==> src/rtl/uart_rx_deframer_if.sv <==
// Parallel-side and serial-line signals of the UART receive deframer.
// The master drives the line and frame configuration; the slave returns the word and status pulses.
interface uart_rx_deframer_if #(
    parameter int DATA_W     = 8,
    parameter int PRESCALE_W = 6
);
    logic                  RX_IN;
    logic [PRESCALE_W-1:0] PRESCALE;
    logic                  PAR_EN;
    logic                  PAR_TYP;
    logic [DATA_W-1:0]     P_DATA;
    logic                  DATA_VLD;
    logic                  PAR_ERR;
    logic                  STP_ERR;

    modport master (
        output RX_IN, PRESCALE, PAR_EN, PAR_TYP,
        input  P_DATA, DATA_VLD, PAR_ERR, STP_ERR
    );

    modport slave (
        input  RX_IN, PRESCALE, PAR_EN, PAR_TYP,
        output P_DATA, DATA_VLD, PAR_ERR, STP_ERR
    );
endinterface

==> src/rtl/uart_rx_deframer.sv <==
// Oversampling UART receiver: start detect, LSB-first deserialise, optional parity, stop check.
// Each bit is the majority of three samples around mid-bit, decided at the last edge of the bit.
module uart_rx_deframer #(
    parameter int DATA_W     = 8,
    parameter int PRESCALE_W = 6
) (
    input  logic                CLK,
    input  logic                RST,
    uart_rx_deframer_if.slave   bus
);
    localparam int BCW = (DATA_W > 1) ? $clog2(DATA_W) : 1;
    localparam logic [PRESCALE_W-1:0] PS_ONE = PRESCALE_W'(1);
    localparam logic [PRESCALE_W-1:0] PS_MIN = PRESCALE_W'(4);

    typedef enum logic [2:0] {
        S_IDLE,
        S_START,
        S_DATA,
        S_PARITY,
        S_STOP
    } state_t;

    state_t                r_state;
    state_t                w_state_nxt;
    logic                  r_rx_meta;
    logic                  r_rx_s;
    logic [PRESCALE_W-1:0] r_ps;
    logic [PRESCALE_W-1:0] r_edge_cnt;
    logic [BCW-1:0]        r_bit_cnt;
    logic [2:0]            r_smp;
    logic                  r_par_en;
    logic                  r_par_typ;
    logic                  r_par_flag;
    logic                  r_need_high;
    logic [DATA_W-1:0]     r_data;
    logic [DATA_W-1:0]     r_p_data;
    logic                  r_data_vld;
    logic                  r_par_err;
    logic                  r_stp_err;

    logic [PRESCALE_W-1:0] w_ps_in;
    logic [PRESCALE_W-1:0] w_half;
    logic [PRESCALE_W-1:0] w_smp_lo;
    logic [PRESCALE_W-1:0] w_smp_hi;
    logic [2:0]            w_smp;
    logic                  w_vote;
    logic                  w_bit_end;
    logic                  w_start;
    logic                  w_last_bit;
    logic                  w_par_exp;

    always_ff @(posedge CLK or posedge RST) begin
        if (RST) begin
            r_rx_meta <= 1'b1;
            r_rx_s    <= 1'b1;
        end else begin
            r_rx_meta <= bus.RX_IN;
            r_rx_s    <= r_rx_meta;
        end
    end

    assign w_ps_in    = (bus.PRESCALE < PS_MIN) ? PS_MIN : bus.PRESCALE;
    assign w_half     = r_ps >> 1;
    assign w_smp_lo   = w_half - PS_ONE;
    assign w_smp_hi   = w_half + PS_ONE;
    assign w_bit_end  = (r_edge_cnt == (r_ps - PS_ONE));
    assign w_start    = (r_state == S_IDLE) && !r_need_high && !r_rx_s;
    assign w_last_bit = (r_bit_cnt == BCW'(DATA_W - 1));
    assign w_par_exp  = r_par_typ ? ~^r_data : ^r_data;

    // With ps=4 the last sample point coincides with the bit end, so the
    // vote uses the sample being taken this cycle rather than the register.
    always_comb begin
        w_smp = r_smp;
        if (r_edge_cnt == w_smp_lo) w_smp[0] = r_rx_s;
        if (r_edge_cnt == w_half)   w_smp[1] = r_rx_s;
        if (r_edge_cnt == w_smp_hi) w_smp[2] = r_rx_s;
    end

    assign w_vote = (w_smp[0] & w_smp[1]) | (w_smp[0] & w_smp[2]) | (w_smp[1] & w_smp[2]);

    always_ff @(posedge CLK or posedge RST) begin
        if (RST) r_state <= S_IDLE;
        else     r_state <= w_state_nxt;
    end

    always_comb begin
        w_state_nxt = r_state;
        case (r_state)
            S_IDLE:   if (w_start) w_state_nxt = S_START;
            S_START:  if (w_bit_end) w_state_nxt = w_vote ? S_IDLE : S_DATA;
            S_DATA:   if (w_bit_end && w_last_bit) w_state_nxt = r_par_en ? S_PARITY : S_STOP;
            S_PARITY: if (w_bit_end) w_state_nxt = S_STOP;
            S_STOP:   if (w_bit_end) w_state_nxt = S_IDLE;
            default:  w_state_nxt = S_IDLE;
        endcase
    end

    always_ff @(posedge CLK or posedge RST) begin
        if (RST) begin
            r_ps        <= '0;
            r_edge_cnt  <= '0;
            r_bit_cnt   <= '0;
            r_smp       <= '0;
            r_par_en    <= 1'b0;
            r_par_typ   <= 1'b0;
            r_par_flag  <= 1'b0;
            r_need_high <= 1'b0;
            r_data      <= '0;
            r_p_data    <= '0;
            r_data_vld  <= 1'b0;
            r_par_err   <= 1'b0;
            r_stp_err   <= 1'b0;
        end else begin
            r_data_vld <= 1'b0;
            r_par_err  <= 1'b0;
            r_stp_err  <= 1'b0;
            r_smp      <= w_smp;
            if (r_state == S_IDLE) begin
                r_bit_cnt <= '0;
                if (r_rx_s) r_need_high <= 1'b0;
                // The detecting cycle is edge 0 of the start bit.
                if (w_start) begin
                    r_edge_cnt <= PS_ONE;
                    r_ps       <= w_ps_in;
                    r_par_en   <= bus.PAR_EN;
                    r_par_typ  <= bus.PAR_TYP;
                    r_par_flag <= 1'b0;
                end else begin
                    r_edge_cnt <= '0;
                end
            end else begin
                r_edge_cnt <= w_bit_end ? '0 : r_edge_cnt + PS_ONE;
                if (w_bit_end) begin
                    case (r_state)
                        S_DATA: begin
                            r_data[r_bit_cnt] <= w_vote;
                            r_bit_cnt         <= r_bit_cnt + BCW'(1);
                        end
                        S_PARITY: if (w_vote != w_par_exp) r_par_flag <= 1'b1;
                        S_STOP: begin
                            r_stp_err   <= ~w_vote;
                            r_par_err   <= r_par_flag;
                            r_need_high <= ~w_vote;
                            if (w_vote && !r_par_flag) begin
                                r_data_vld <= 1'b1;
                                r_p_data   <= r_data;
                            end
                        end
                        default: ;
                    endcase
                end
            end
        end
    end

    assign bus.P_DATA   = r_p_data;
    assign bus.DATA_VLD = r_data_vld;
    assign bus.PAR_ERR  = r_par_err;
    assign bus.STP_ERR  = r_stp_err;
endmodule

==> src/flat_wrapper.sv <==
// flat-port wrapper written by rule: the top's interface ports become plain ports
module uart_rx_deframer_flat 
#(
    parameter int DATA_W     = 8,
    parameter int PRESCALE_W = 6
)
  (CLK, RST, bus_RX_IN, bus_PRESCALE, bus_PAR_EN, bus_PAR_TYP, bus_P_DATA, bus_DATA_VLD, bus_PAR_ERR, bus_STP_ERR);
  uart_rx_deframer_if #(.DATA_W(DATA_W), .PRESCALE_W(PRESCALE_W)) bus_i ();
  input  logic CLK;
  input  logic RST;
  input wire logic [$bits(bus_i.RX_IN)-1:0] bus_RX_IN;
  input wire logic [$bits(bus_i.PRESCALE)-1:0] bus_PRESCALE;
  input wire logic [$bits(bus_i.PAR_EN)-1:0] bus_PAR_EN;
  input wire logic [$bits(bus_i.PAR_TYP)-1:0] bus_PAR_TYP;
  output wire logic [$bits(bus_i.P_DATA)-1:0] bus_P_DATA;
  output wire logic [$bits(bus_i.DATA_VLD)-1:0] bus_DATA_VLD;
  output wire logic [$bits(bus_i.PAR_ERR)-1:0] bus_PAR_ERR;
  output wire logic [$bits(bus_i.STP_ERR)-1:0] bus_STP_ERR;
  assign bus_i.RX_IN = bus_RX_IN;
  assign bus_i.PRESCALE = bus_PRESCALE;
  assign bus_i.PAR_EN = bus_PAR_EN;
  assign bus_i.PAR_TYP = bus_PAR_TYP;
  assign bus_P_DATA = bus_i.P_DATA;
  assign bus_DATA_VLD = bus_i.DATA_VLD;
  assign bus_PAR_ERR = bus_i.PAR_ERR;
  assign bus_STP_ERR = bus_i.STP_ERR;
  uart_rx_deframer #(.DATA_W(DATA_W), .PRESCALE_W(PRESCALE_W)) u_core (.CLK(CLK), .RST(RST), .bus(bus_i));
endmodule
==> config.mk <==
export PLATFORM = sky130hd
export DESIGN_NAME = uart_rx_deframer_flat
export DESIGN_NICKNAME = d
export VERILOG_FILES = /design/src/rtl/uart_rx_deframer_if.sv /design/src/rtl/uart_rx_deframer.sv /design/src/flat_wrapper.sv
export SDC_FILE = /design/constraint.sdc
export NUM_CORES = 1
export LEC_CHECK = 0
export BUFFER_PORTS_ARGS = -buffer_cell sky130_fd_sc_hd__clkbuf_2
export CORE_UTILIZATION = 40
export DETAILED_ROUTE_END_ITERATION = 8
export HOLD_SLACK_MARGIN = 0.12
export REMOVE_ABC_BUFFERS = 1
export SLEW_MARGIN = 10
export SYNTH_ARGS = -nofsm -noshare
export SYNTH_HDL_FRONTEND = slang
export SYNTH_SLANG_ARGS = --single-unit
==> constraint.sdc <==
create_clock -name CLK -period 8.07 [get_ports CLK]
set_input_delay 2.0175 -clock CLK [delete_from_list [all_inputs] [get_ports CLK]]
set_output_delay 2.0175 -clock CLK [all_outputs]
set_load 0.1 [all_outputs]
-- Word level (Yosys, flattened, before mapping)
Index checks and enable logic that the tools add are counted.
- add/subtract/negate cells: 5
- multiply operators: 0
- div/mod/pow operators: 0
- magnitude comparators: 3
- equal/unequal tests: 16
- shifts and indexed selects: 0
- muxes and demuxes: 41
- bitwise gates (word level): 7
- reductions and logical operators: 23
- operators with widths (operator ; count):
    3-bit two-way mux ; 9
    1-bit two-way mux ; 25
    6-bit equality test ; 3
    6-bit two-way mux ; 3
    3-bit case mux with 5 select lines ; 1
    2-bit by 1-bit inequality test with 1-bit output, second input constant ; 6
    2-bit nonzero test ; 5
    8-bit bitwise mux ; 1
    4-bit AND reduction ; 2
    8-bit XNOR reduction ; 1
    8-bit XOR reduction ; 1
    5-bit by 1-bit adder with 6-bit output, second input constant ; 1
    6-bit by 1-bit adder with 6-bit output, second input constant ; 1
    3-bit by 2-bit equality test with 1-bit output, second input constant ; 2
    3-bit equality test, second input constant ; 2
    6-bit by 5-bit equality test with 1-bit output ; 1
    6-bit by 3-bit < comparator with 1-bit output, second input constant ; 1
    3-bit AND reduction ; 2
    5-bit by 1-bit subtractor with 6-bit output, second input constant ; 1
    6-bit by 1-bit subtractor with 6-bit output, second input constant ; 1
    1-bit logical AND ; 5
    5-bit AND reduction ; 1
    3-bit by 4-bit < comparator with 1-bit output, second input constant ; 1
    2-bit AND reduction ; 2
    11 further kinds ; 17
- bits in registers: 46
- latch bits: 0
- RAM bits: 0
- ROM bits: 0
- input bits: 11
- output and inout bits: 11
- logic and storage cells: 111
- memories kept: 0

-- Logic depth before layout (Yosys ltp)
Gate-level depths: netlist of run 1.
- depth in word-level cells: 11
- depth in mapped cells: 11
- depth with buffers taken out: 9

-- Least setup slack after synthesis of run 1
No wires, ideal clock.
- path kind: flip-flop to flip-flop
- start point: register u_core.r_ps[1]
- end point: register u_core.r_p_data[0], in the netlist u_core.bus.P_DATA[0]
- setup time: 125 ps
- data arrival time: 2949 ps
- required time: 7945 ps
- setup slack: 4996 ps
- cell stages (with the launch flop): 11
- path buffers: 2
- period minus slack after synthesis: 3074 ps
- cell sequence: dfrtp_1 buf_2 inv_1 ha_1 xor2_1 or3b_1 or4_1 o32a_1 a311o_1 buf_6 mux2_4
- longest elaborated chain between the ends: 8
- elaborated cells between the ends (all ways): 17
- those cells by class: add/sub (3); eq/ne (4); mux (3); bitwise (5); reduce/logical (2)
- RTL lines (item ; line ; RTL):
    from (decl) ; uart_rx_deframer.sv:27 ; logic [PRESCALE_W-1:0] r_ps;
    from (signal assigned) ; uart_rx_deframer.sv:125 ; r_ps <= w_ps_in;
    5-bit by 1-bit subtractor with 6-bit output or 5-bit by 1-bit adder with 6-bit output (tied branches) ; uart_rx_deframer.sv:64, uart_rx_deframer.sv:65 ;
    6-bit equality test, on equally long branches ; uart_rx_deframer.sv:75, uart_rx_deframer.sv:77 ;
    1-bit two-way mux, on equally long branches ; uart_rx_deframer.sv:75, uart_rx_deframer.sv:77 ;
    1-bit AND ; uart_rx_deframer.sv:80 ; assign w_vote = (w_smp[0] & w_smp[1]) | (w_smp[0] & w_smp[2]) | (w_smp[1] & w_smp[2]);
    1-bit bitwise OR (2 in a row) ; uart_rx_deframer.sv:80 ;
    1-bit logical AND ; uart_rx_deframer.sv:145 ; if (w_vote && !r_par_flag) begin
    4-bit AND reduction (no line) * ; -- ;
    to (signal assigned) ; uart_rx_deframer.sv:147 ; r_p_data <= r_data;
    to (decl) ; uart_rx_deframer.sv:36 ; logic [DATA_W-1:0] r_p_data;
Mark *: on every way between the ends. The rest lies on a longest branch, timed or not.
A chain may end at the register's enable or synchronous reset.

-- Worst setup path after layout of run 1
- start point: register u_core.r_ps[2]
- end point: register u_core.r_p_data[3], in the netlist u_core.bus.P_DATA[3]
Same word-level chain as after synthesis.

==> results of run 1 <==
## cell type report
| type | count | share of cell area [%] |
|---|---|---|
| inverters | 16 | 2.11 |
| well taps | 75 | 3.29 |
| repair buffers | 23 | 4.21 |
| clock inverters | 3 | 1.54 |
| clock buffers | 5 | 2.41 |
| flip-flops and latches | 46 | 40.4 |
| multi-input cells | 178 | 46.0 |
## registers in the layout, indices dropped and copies added (netlist names), 3 cells and up
| signal | count |
|---|---|
| u_core.bus.P_DATA | 8 |
| u_core.r_bit_cnt | 3 |
| u_core.r_data | 8 |
| u_core.r_smp | 3 |
| u_core.r_ps | 6 |
| u_core.r_edge_cnt | 6 |
| u_core.r_state | 3 |
## cell usage in the layout (no fill, tap or decap), types with 2 or more instances in the layout
cell type,n
o31ai_1,3
clkbuf_2,21
clkbuf_8,5
buf_4,2
inv_1,15
mux2_2,10
o41ai_1,3
o211ai_1,2
xor2_1,15
xnor2_1,14
nand3_1,15
ha_1,7
dfrtp_1,44
a31oi_1,3
or4_1,3
xor2_2,2
dfstp_2,2
o21ai_0,13
nor3_1,8
nand2b_1,5
mux2_4,8
nor2_1,22
a22o_1,3
a21o_1,2
nand2_1,15
a21oi_1,2
## power by group
| group | internal (mW) | leakage (nW) | total, mW | switching (mW) |
|---|---|---|---|---|
| registers | 0.277 | 0.603 | 0.368 | 0.0905 |
| clock network | 0.0929 | 0.0585 | 0.177 | 0.0838 |
| logic | 0.165 | 0.685 | 0.364 | 0.199 |
## worst paths after layout
kind,from,end,slack (ps),cells past startpoint
worst max-delay path,u_core.r_ps[2],u_core.bus.P_DATA[3],4690,8
worst min register to register,u_core.r_rx_meta,u_core.r_rx_s,360,0
max in group asynchronous,RST,u_core.bus.P_DATA[3],5540,2
min in group asynchronous,RST,u_core.r_ps[3],1900,2
worst min-delay path,u_core.r_rx_meta,u_core.r_rx_s,360,0
worst max register to register,u_core.r_ps[2],u_core.bus.P_DATA[3],4690,8
## kinds of logic after synthesis
| group | Yosys count | share of synthesized area (%) |
|---|---|---|
| AO/OA/AOI/OAI | 43 | 11.9 |
| buffers and inverters | 30 | 5.02 |
| AND/OR/NAND/NOR | 78 | 14.7 |
| multiplexers | 19 | 9.37 |
| adder cells (fa/ha/maj) | 7 | 3.38 |
| XOR/XNOR | 31 | 11.1 |
| flip-flops | 46 | 44.5 |
## worst max-delay path, delay by kind of cell, from the launching register on
kind            cells  cell delay (ps)
compound gates      2              950
xor+xnor            1              170
fa+ha+maj           1              300
buf+inv             1              110
flops               1              550
mux                 1              370
simple gates        2              810
## stage by stage
stage / std cells / area [um^2] / setup WS [ps] / hold WS, ps
3_3_place_gp: 338 / 2740 / 4770 / 347
5_1_grt: 346 / 2850 / 4420 / 368
2_1_floorplan: 240 / 2520 / 4840 / 345
3_5_place_dp: 338 / 2740 / 4690 / 352
6_report: 346 / 2850 / 4690 / 362
4_1_cts: 346 / 2850 / 4680 / 365
## layer usage
metal,global-route usage [%],up-vias
met5,0,-
met4,6.32,0
met3,3.30,5
met2,24.4,24
met1,26.2,866
li1,-,913
==> results.ini, run 1 <==
[place]
gp_congestion = 0.791
dp_hpwl_um = 3600
numPortBuffers = 21

[routing]
antenna_left = 0
first_pass_iters = 4
wl_per_cell_um = 14.8
wl_met2_um = 2200
wl_met1_um = 2700
top_layer = met4
dr_wl_met3_um = 131
drt-initial-drc-count = 115
drc = 0
viasPerCell = 5.23
drt-total-wl_um = 5120
vias = 1808

[job]
drv_cap = 0

[logic_synthesis]
synth_edf_count = 0
synth.area.top_cells = dfrtp_1 43%, xor2_1 5.1%, xnor2_1 4.7%
synth_cell_types = 49
synth_seq_cells = 46
postSynth.asyncResetShare_pct = 100
synthesis.area_mm2 = 0.00259
ys.warnings.count = 0
syn_area_per_cell_um2 = 10.2
ys_seq_area_share_pct = 44.5
yosysMostFrequentCell = dfrtp_1
synth.top_cells.by_count = 44 x dfrtp_1, 22 x nor2_1, 16 x inv_1
synth_top_flop_cell = dfrtp_1
netlist.area_leader.share_pct = 42.5
yosysTopAreaCell = dfrtp_1
syn_inst = 254

[clocking]
cts_made_buffers = 5
max-clock-path-buffers = 2
post_cts_buffers = 0
cts_resized = 0
holdBufCountCts = 0
clk_pin_slew_worst_paths_ps = 90
clock_latency_ps = 300
cts_max_level = 2
cts_num_sinks = 46
cts_tree = yes
clockRootBuffer = clkbuf_8

[worst_setup_path]
critPathRequiredTime_ps = 8260
slowest_delay_ps = 550
endpoint_kind = register
arrival_ps = 3580
crit_fanout = 11
start_kind = register
cp_cell_sequence = inv_1 -> ha_1 -> xor2_1 -> or3b_1 -> or4_1 -> o32a_1 -> a311o_1 -> mux2_4
cp_slowest_cell = dfrtp_1
critPathKind = reg -> reg

[grt]
grt_pass1_wl_um = 8710
antenna_found_initial = 0
grt_pass1_vias = 1773
grt_max_degree = 47
grt_usage_pct = 17.4
grt_overflow = 0

[timing]
layout_min_cycle_time_ps = 3380
hold_viol = 0
skew_ps = 10.4
report.final.slew_viol_count = 0
rsz0062_at_grt = false
fmaxAchievable_ghz = 0.295
finalSetupTns_ps = 0
slew_headroom_pct = 34.7
setup_viol_count_final = 0
worstMarginPinSlew_ps = 980
period_share_pct = 41.9

[floorplan]
die_x_um = 82.5
num_rows = 28
die_area_mm2 = 0.00680
start_util_pct = 42.5
die_h_um = 82.5
ios = 22
core_area_mm2 = 0.00610

[min_path]
hp-class = reg -> reg

[cells_and_area]
fillCellCount = 603
drive_gt1_share_pct = 22.1
antenna_cells = 0
fin_nets = 288
multi_input_area_mm2 = 0.00131
area_growth_pct = 10.1
register_area_mm2 = 0.00115
utilization_pct = 46.8

[pwr]
powerDensity_mw_per_mm2 = 319
power.total_mw = 0.909
peakVddDrop_uv = 117
leakagePower_nw = 1.35

[run_status]
status = finished clean

Note: power is estimated with default switching activity, not from simulation.
==> run 2: changes to the inputs <==
==> constraint.sdc (replaced) <==
create_clock -name CLK -period 3.2 [get_ports CLK]
set_input_delay 0.8 -clock CLK [delete_from_list [all_inputs] [get_ports CLK]]
set_output_delay 0.8 -clock CLK [all_outputs]
set_load 0.1 [all_outputs]
==> run 2 against run 1 <==
Sequential share of layout area fell by 1.2 points. Non-clock buffer count up 7. Die area is the same. Core utilization grew 1.4 points. Critical path type unchanged. First-iteration DRC count is 2.6% lower. Sequential power grew 140%. Global-route usage shrank 0.18 points. Flip-flop and latch count stayed put. Largest power group is now combinational logic.
==> results.ini, run 2 (same netlist as run 1, synthesis figures left out) <==
[run_status]
status = finished clean  ; unchanged

[place]
pre_cts_slack_ps = 60.4  ; was 4690 ps
gp_congestion = 0.762  ; was 0.791
dp.cells = 345  ; was 338
dp_hpwl_um = 3710  ; was 3600 um
place_area_mm2 = 0.00279  ; was 0.00274 mm^2
numPortBuffers = 21  ; unchanged

[floorplan]
die_h_um = 82.5  ; unchanged
core_area_mm2 = 0.00610  ; unchanged
die_x_um = 82.5  ; unchanged
num_rows = 28  ; unchanged
ios = 22  ; unchanged
start_util_pct = 42.5  ; unchanged
die_area_mm2 = 0.00680  ; unchanged

[cells_and_area]
antenna_cells = 0  ; unchanged
final_common_cell = dfrtp_1  ; unchanged
fillCellCount = 584  ; was 603
final_cell_count_no_fill = 354  ; was 346
drive_gt1_share_pct = 25.8  ; was 22.1%
final_area_mm2 = 0.00294  ; was 0.00285 mm^2
area_growth_pct = 13.5  ; was 10.1%
fin_nets = 296  ; was 288
final_cell_mix = 44 x dfrtp_1, 22 x nor2_1, 21 x clkbuf_2  ; unchanged

[routing]
drc = 0  ; unchanged
antenna_left = 0  ; unchanged
drt-initial-drc-count = 112  ; was 115
first_pass_iters = 4  ; unchanged
vias = 1823  ; was 1808
wl_per_cell_um = 14.7  ; was 14.8 um
drt-total-wl_um = 5220  ; was 5120 um
viasPerCell = 5.15  ; was 5.23

[clocking]
cts_tree = yes  ; unchanged
clk_pin_slew_worst_paths_ps = 90  ; about the same
cts_resized = 0  ; unchanged
cts_num_sinks = 46  ; unchanged
clockRootBuffer = clkbuf_8  ; unchanged
max-clock-path-buffers = 2  ; unchanged
cts_made_buffers = 5  ; unchanged
post_cts_buffers = 0  ; unchanged
holdBufCountCts = 0  ; unchanged
clock_latency_ps = 300  ; about the same
cts_max_level = 2  ; unchanged

[pwr]
leakagePower_nw = 1.39  ; was 1.35 nW
peakVddDrop_uv = 382  ; was 117 uV
powerDensity_mw_per_mm2 = 817  ; was 319 mW/mm^2

[timing]
fmaxAchievable_ghz = 0.325  ; was 0.295 GHz
layout_min_cycle_time_ps = 3070  ; was 3380 ps
report.final.slew_viol_count = 0  ; unchanged
slew_headroom_pct = 36.4  ; was 34.7%
finalSetupTns_ps = 0  ; unchanged
worstMarginPinSlew_ps = 955  ; was 980 ps
hold_viol = 0  ; unchanged
skew_ps = 5.83  ; was 10.4 ps
period_share_pct = 96.1  ; was 41.9%
whs_ps = 360  ; was 362 ps
setup_viol_count_final = 0  ; unchanged
setup_slack_ps = 126  ; was 4690 ps

[min_path]
hold-path-endpoint = u_core.r_rx_s  ; unchanged
hold_depth = 0  ; unchanged
hp-start = u_core.r_rx_meta  ; unchanged
hp-class = reg -> reg  ; unchanged

[worst_setup_path]
start_kind = register  ; unchanged
r2r-end = u_core.bus.P_DATA[3]  ; unchanged
critPathKind = reg -> reg  ; unchanged
critPathRequiredTime_ps = 3390  ; was 8260 ps
cp_slowest_cell = or4_1  ; was dfrtp_1
cp_cell_sequence = inv_1 -> ha_2 -> nand2b_1 -> o211a_1 -> o31a_2 -> or4_1 -> o22a_2 -> a311o_2 -> mux2_4  ; was inv_1 -> ha_1 -> xor2_1 -> or3b_1 -> or4_1 -> o32a_1 -> a311o_1 -> mux2_4
regToRegStartpoint = u_core.r_ps[1]  ; was u_core.r_ps[2]
crit_fanout = 6  ; was 11
arrival_ps = 3270  ; was 3580 ps
slowest_delay_ps = 590  ; was 550 ps
ff2ff_setup_slack_ps = 130  ; was 4690 ps
endpoint_kind = register  ; unchanged
reg2reg_depth = 9  ; was 8

[grt]
grt_pass1_vias = 1707  ; was 1773
grt_pass1_wl_um = 8520  ; was 8710 um
grt_overflow = 0  ; unchanged
grt_usage_pct = 17.2  ; was 17.4%
antenna_found_initial = 0  ; unchanged
grt_max_degree = 47  ; unchanged

[job]
drv_cap = 0  ; unchanged

run 2: changes by cell type in the layout (fill, tap and decap cells not counted), sizes merged:
| cell | previous run | this run |
|---|---|---|
| a311o | 1 | 2 |
| clkinv | 1 | 0 |
| buf | 2 | 9 |
| clkinvlp | 0 | 1 |
run 2: per-layer routing:
metal | share of wire, % | wire [um] | GRT usage (%) | vias to the layer above
met5 | 0 | 0 | 0 | -
li1 | - | - | - | 937
met1 | 54 | 2830 | 26.7 | 856
met4 | 1.7 | 88 | 6.84 | 0
met3 | 2.4 | 125 | 2.97 | 7
met2 | 42 | 2180 | 23.1 | 23
run 2: where the power goes:
part | total [mW] | leakage [nW] | switching (mW) | internal, mW
Clock | 0.452 | 0.0563 | 0.214 | 0.238
Combinational | 1.08 | 0.726 | 0.597 | 0.479
Sequential | 0.873 | 0.603 | 0.174 | 0.699
Total | 2.40 | 1.39 | 0.985 | 1.42
run 2: cell type report:
class                   instances  area [um^2]  share of cell area [%]
multi-input cells             179         1340                    45.7
flip-flops and latches         46         1150                    39.2
repair buffers                 30          173                    5.87
well taps                      75         93.8                    3.19
clock buffers                   5         68.8                    2.34
inverters                      16         60.1                    2.04
clock inverters                 3         48.8                    1.66
run 2: worst max path at each step:
stage	from	to	cells past startpoint
after floorplan	u_core.r_ps[1]	u_core.bus.P_DATA[0]	9
after global placement	u_core.r_ps[1]	u_core.bus.P_DATA[1]	8
after detailed placement	u_core.r_ps[1]	u_core.bus.P_DATA[3]	8
after CTS	u_core.r_ps[1]	u_core.bus.P_DATA[3]	8
after global routing	u_core.r_ps[1]	u_core.bus.P_DATA[3]	9
final	u_core.r_ps[1]	u_core.bus.P_DATA[3]	9
run 2: metrics by stage:
step / util (%) / total power, mW
6_report: 48.2 / 2.40
5_1_grt: 48.2 / 2.59
4_1_cts: 47.7 / 2.38
3_5_place_dp: 45.8 / 1.91
3_3_place_gp: 45.8 / 1.90
2_1_floorplan: - / 1.62
run 2: worst max-delay path, delay by kind of cell, from the launching register on:
family | cells | cell delay (ps)
AO/OA/AOI/OAI | 4 | 1240
flip-flops | 1 | 380
buffers and inverters | 1 | 130
AND/OR/NAND/NOR | 2 | 670
adder cells (fa/ha/maj) | 1 | 220
multiplexers | 1 | 320
==> run 3: changes to the inputs <==
--- a/config.mk
+++ b/config.mk
@@ -7,9 +7,11 @@
 export LEC_CHECK = 0
 export BUFFER_PORTS_ARGS = -buffer_cell sky130_fd_sc_hd__clkbuf_2
 export CORE_UTILIZATION = 40
+export CTS_BUF_LIST = sky130_fd_sc_hd__clkbuf_2 sky130_fd_sc_hd__clkbuf_4 sky130_fd_sc_hd__clkbuf_8
 export DETAILED_ROUTE_END_ITERATION = 8
 export HOLD_SLACK_MARGIN = 0.12
 export REMOVE_ABC_BUFFERS = 1
+export SETUP_SLACK_MARGIN = 0.2
 export SLEW_MARGIN = 10
 export SYNTH_ARGS = -nofsm -noshare
 export SYNTH_HDL_FRONTEND = slang
==> run 3 against run 2 <==
Setup slack better by 88 ps. Wire length is 0.63% lower. Final area rose by 2.3%. Core utilization grew 1.1 points. Global-route usage rose by 0.31 points. First-iteration DRC count rose by 30%. Clock skew rose by 2.5 ps. Sequential power grew 0.8%. Via count is 1.7% higher. Register-to-register slack improved by 90 ps. Largest power group unchanged.
==> results.ini, run 3 (same netlist as run 1, synthesis figures left out) <==
[cells_and_area]
drive_gt1_share_pct = 29.3  ; was 25.8%
final_area_mm2 = 0.00301  ; was 0.00294 mm^2
area_growth_pct = 16.2  ; was 13.5%
antenna_cells = 0  ; unchanged
final_common_cell = dfrtp_1  ; unchanged
multi_input_area_mm2 = 0.00138  ; was 0.00134 mm^2
fillCellCount = 573  ; was 584
utilization_pct = 49.4  ; was 48.2%
final_cell_mix = 43 x dfrtp_1, 22 x nor2_1, 21 x clkbuf_2, 15 x nand3_1, 15 x nand2_1  ; was 44 x dfrtp_1, 22 x nor2_1, 21 x clkbuf_2
fin_nets = 300  ; was 296
register_area_mm2 = 0.00115  ; about the same

[job]
drv_cap = 0  ; unchanged

[worst_setup_path]
cpLargestDelayFamily = compound AO/OA/AOI/OAI gates  ; unchanged
path_buf_inv = 1  ; unchanged
slowest_delay_ps = 480  ; was 590 ps
critPathKind = reg -> reg  ; unchanged
endpoint_kind = register  ; unchanged
crit_fanout = 6  ; unchanged
ff2ff_setup_slack_ps = 210  ; was 130 ps
start_kind = register  ; unchanged
cp_slowest_cell = a311o_2  ; was or4_1
critPathRequiredTime_ps = 3400  ; was 3390 ps
regToRegStartpoint = u_core.r_ps[1]  ; unchanged
arrival_ps = 3180  ; was 3270 ps
cp_cell_sequence = inv_2 -> ha_4 -> xor2_2 -> or3b_1 -> or4_4 -> o32a_1 -> a311o_2 -> mux2_4  ; was inv_1 -> ha_2 -> nand2b_1 -> o211a_1 -> o31a_2 -> or4_1 -> o22a_2 -> a311o_2 -> mux2_4
critPathLaunch = u_core.r_ps[1]  ; unchanged

[clocking]
clock_latency_ps = 310  ; was 300 ps
max-clock-path-buffers = 2  ; unchanged
cts_tree = yes  ; unchanged
holdBufCountCts = 0  ; unchanged
clockRootBuffer = clkbuf_8  ; unchanged
clk_pin_slew_worst_paths_ps = 100  ; was 90 ps
cts_num_sinks = 46  ; unchanged
cts_max_level = 2  ; unchanged
cts_made_buffers = 5  ; unchanged

[grt]
grt_max_degree = 47  ; unchanged
met3_usage_pct = 2.97  ; unchanged
grt_overflow = 0  ; unchanged
antenna_found_initial = 0  ; unchanged
grt.met2_usage_pct = 23.9  ; was 23.1%
grt_pass1_wl_um = 8720  ; was 8520 um
grt_usage_pct = 17.5  ; was 17.2%
top_usage_layer = met1  ; unchanged
grt_pass1_vias = 1746  ; was 1707
grtUsageMet1_pct = 27.0  ; was 26.7%

[timing]
fmaxAchievable_ghz = 0.335  ; was 0.325 GHz
period_share_pct = 93.3  ; was 96.1%
layout_min_cycle_time_ps = 2990  ; was 3070 ps
hold_viol = 0  ; unchanged
slew_headroom_pct = 36.1  ; was 36.4%
setup_viol_count_final = 0  ; unchanged
rsz0062_at_grt = true
worstMarginPinSlew_ps = 958  ; was 955 ps
skew_ps = 8.34  ; was 5.83 ps
report.final.slew_viol_count = 0  ; unchanged

[routing]
vias = 1854  ; was 1823
drt-initial-drc-count = 146  ; was 112
drc = 0  ; unchanged
viasPerCell = 5.18  ; was 5.15
antenna_left = 0  ; unchanged
drt-total-wl_um = 5190  ; was 5220 um
first_pass_iters = 4  ; unchanged
wl_per_cell_um = 14.5  ; was 14.7 um

[floorplan]
ios = 22  ; unchanged
num_rows = 28  ; unchanged
die_h_um = 82.5  ; unchanged
core_area_mm2 = 0.00610  ; unchanged
die_area_mm2 = 0.00680  ; unchanged
start_util_pct = 42.5  ; unchanged
die_x_um = 82.5  ; unchanged

[min_path]
hp-class = reg -> reg  ; unchanged
hp-start = u_core.r_rx_meta  ; unchanged

[pwr]
power.total_mw = 2.51  ; was 2.40 mW
powerDensity_mw_per_mm2 = 833  ; was 817 mW/mm^2
peakVddDrop_uv = 382  ; about the same
leakagePower_nw = 1.41  ; was 1.39 nW

[place]
place_area_mm2 = 0.00279  ; unchanged
gp_congestion = 0.762  ; unchanged
numPortBuffers = 21  ; unchanged
dp_hpwl_um = 3710  ; unchanged

[run_status]
status = finished clean  ; unchanged

## run 3: cell types whose count changed in the layout (fill, tap and decap cells not counted), moves of 2 or more
cell,before,now
buf_4,9,13
ha_4,0,2
inv_1,15,13
inv_2,1,3
or4_1,3,1
or4_4,0,2
xor2_1,15,13
xor2_2,2,4
## run 3: stage by stage
stage	instances	setup TNS (ps)	hold slack, ps	setup WS [ps]
after floorplan	240	-230	345	-28.7
after global placement	345	0	346	113
after detailed placement	345	0	348	60.4
after CTS	357	0	361	175
after global routing	358	0	369	136
final	358	0	360	214
## run 3: area by class of cell
class	count	area share (%)
clock buffers	5	2.29
clock inverters	3	1.62
inverters	16	2.00
multi-input cells	179	45.9
flip-flops and latches	46	38.4
well taps	75	3.12
repair buffers	34	6.74
## run 3: what timing repair did
item	CTS	global route
pin swaps	2	4
endpoints found under the setup margin	8	15
cloned	1	0
setup buffers	3	1
resized for setup	7	6
## run 3: power breakdown
| group | switching [mW] | internal [mW] | leakage, nW |
|---|---|---|---|
| Clock | 0.218 | 0.238 | 0.0563 |
| Combinational | 0.614 | 0.555 | 0.749 |
| Sequential | 0.179 | 0.701 | 0.602 |
## run 3: path summary, 6_finish.rpt
kind / depth (start not counted) / endpoint
worst max-delay path: 8 / u_core.bus.P_DATA[3]
worst min-delay path: 0 / u_core.r_rx_s
worst max register to register: 8 / u_core.bus.P_DATA[3]
worst min register to register: 0 / u_core.r_rx_s
max in group asynchronous: 2 / u_core.r_ps[4]
min in group asynchronous: 2 / u_core.r_ps[0]
## run 3: worst reg2reg max path, delay by kind of cell (launching register included)
| kind | cells | cell delay, ps |
|---|---|---|
| flip-flops | 1 | 400 |
| multiplexers | 1 | 320 |
| AO/OA/AOI/OAI | 2 | 890 |
| adder cells (fa/ha/maj) | 1 | 220 |
| buffers and inverters | 1 | 120 |
| AND/OR/NAND/NOR | 2 | 790 |
| XOR/XNOR | 1 | 140 |
## run 3: per-layer routing
layer / part of all wire (%) / wire length, um
met1: 54 / 2800
met2: 41 / 2110
met3: 3.5 / 184
met4: 1.7 / 88
met5: 0 / 0
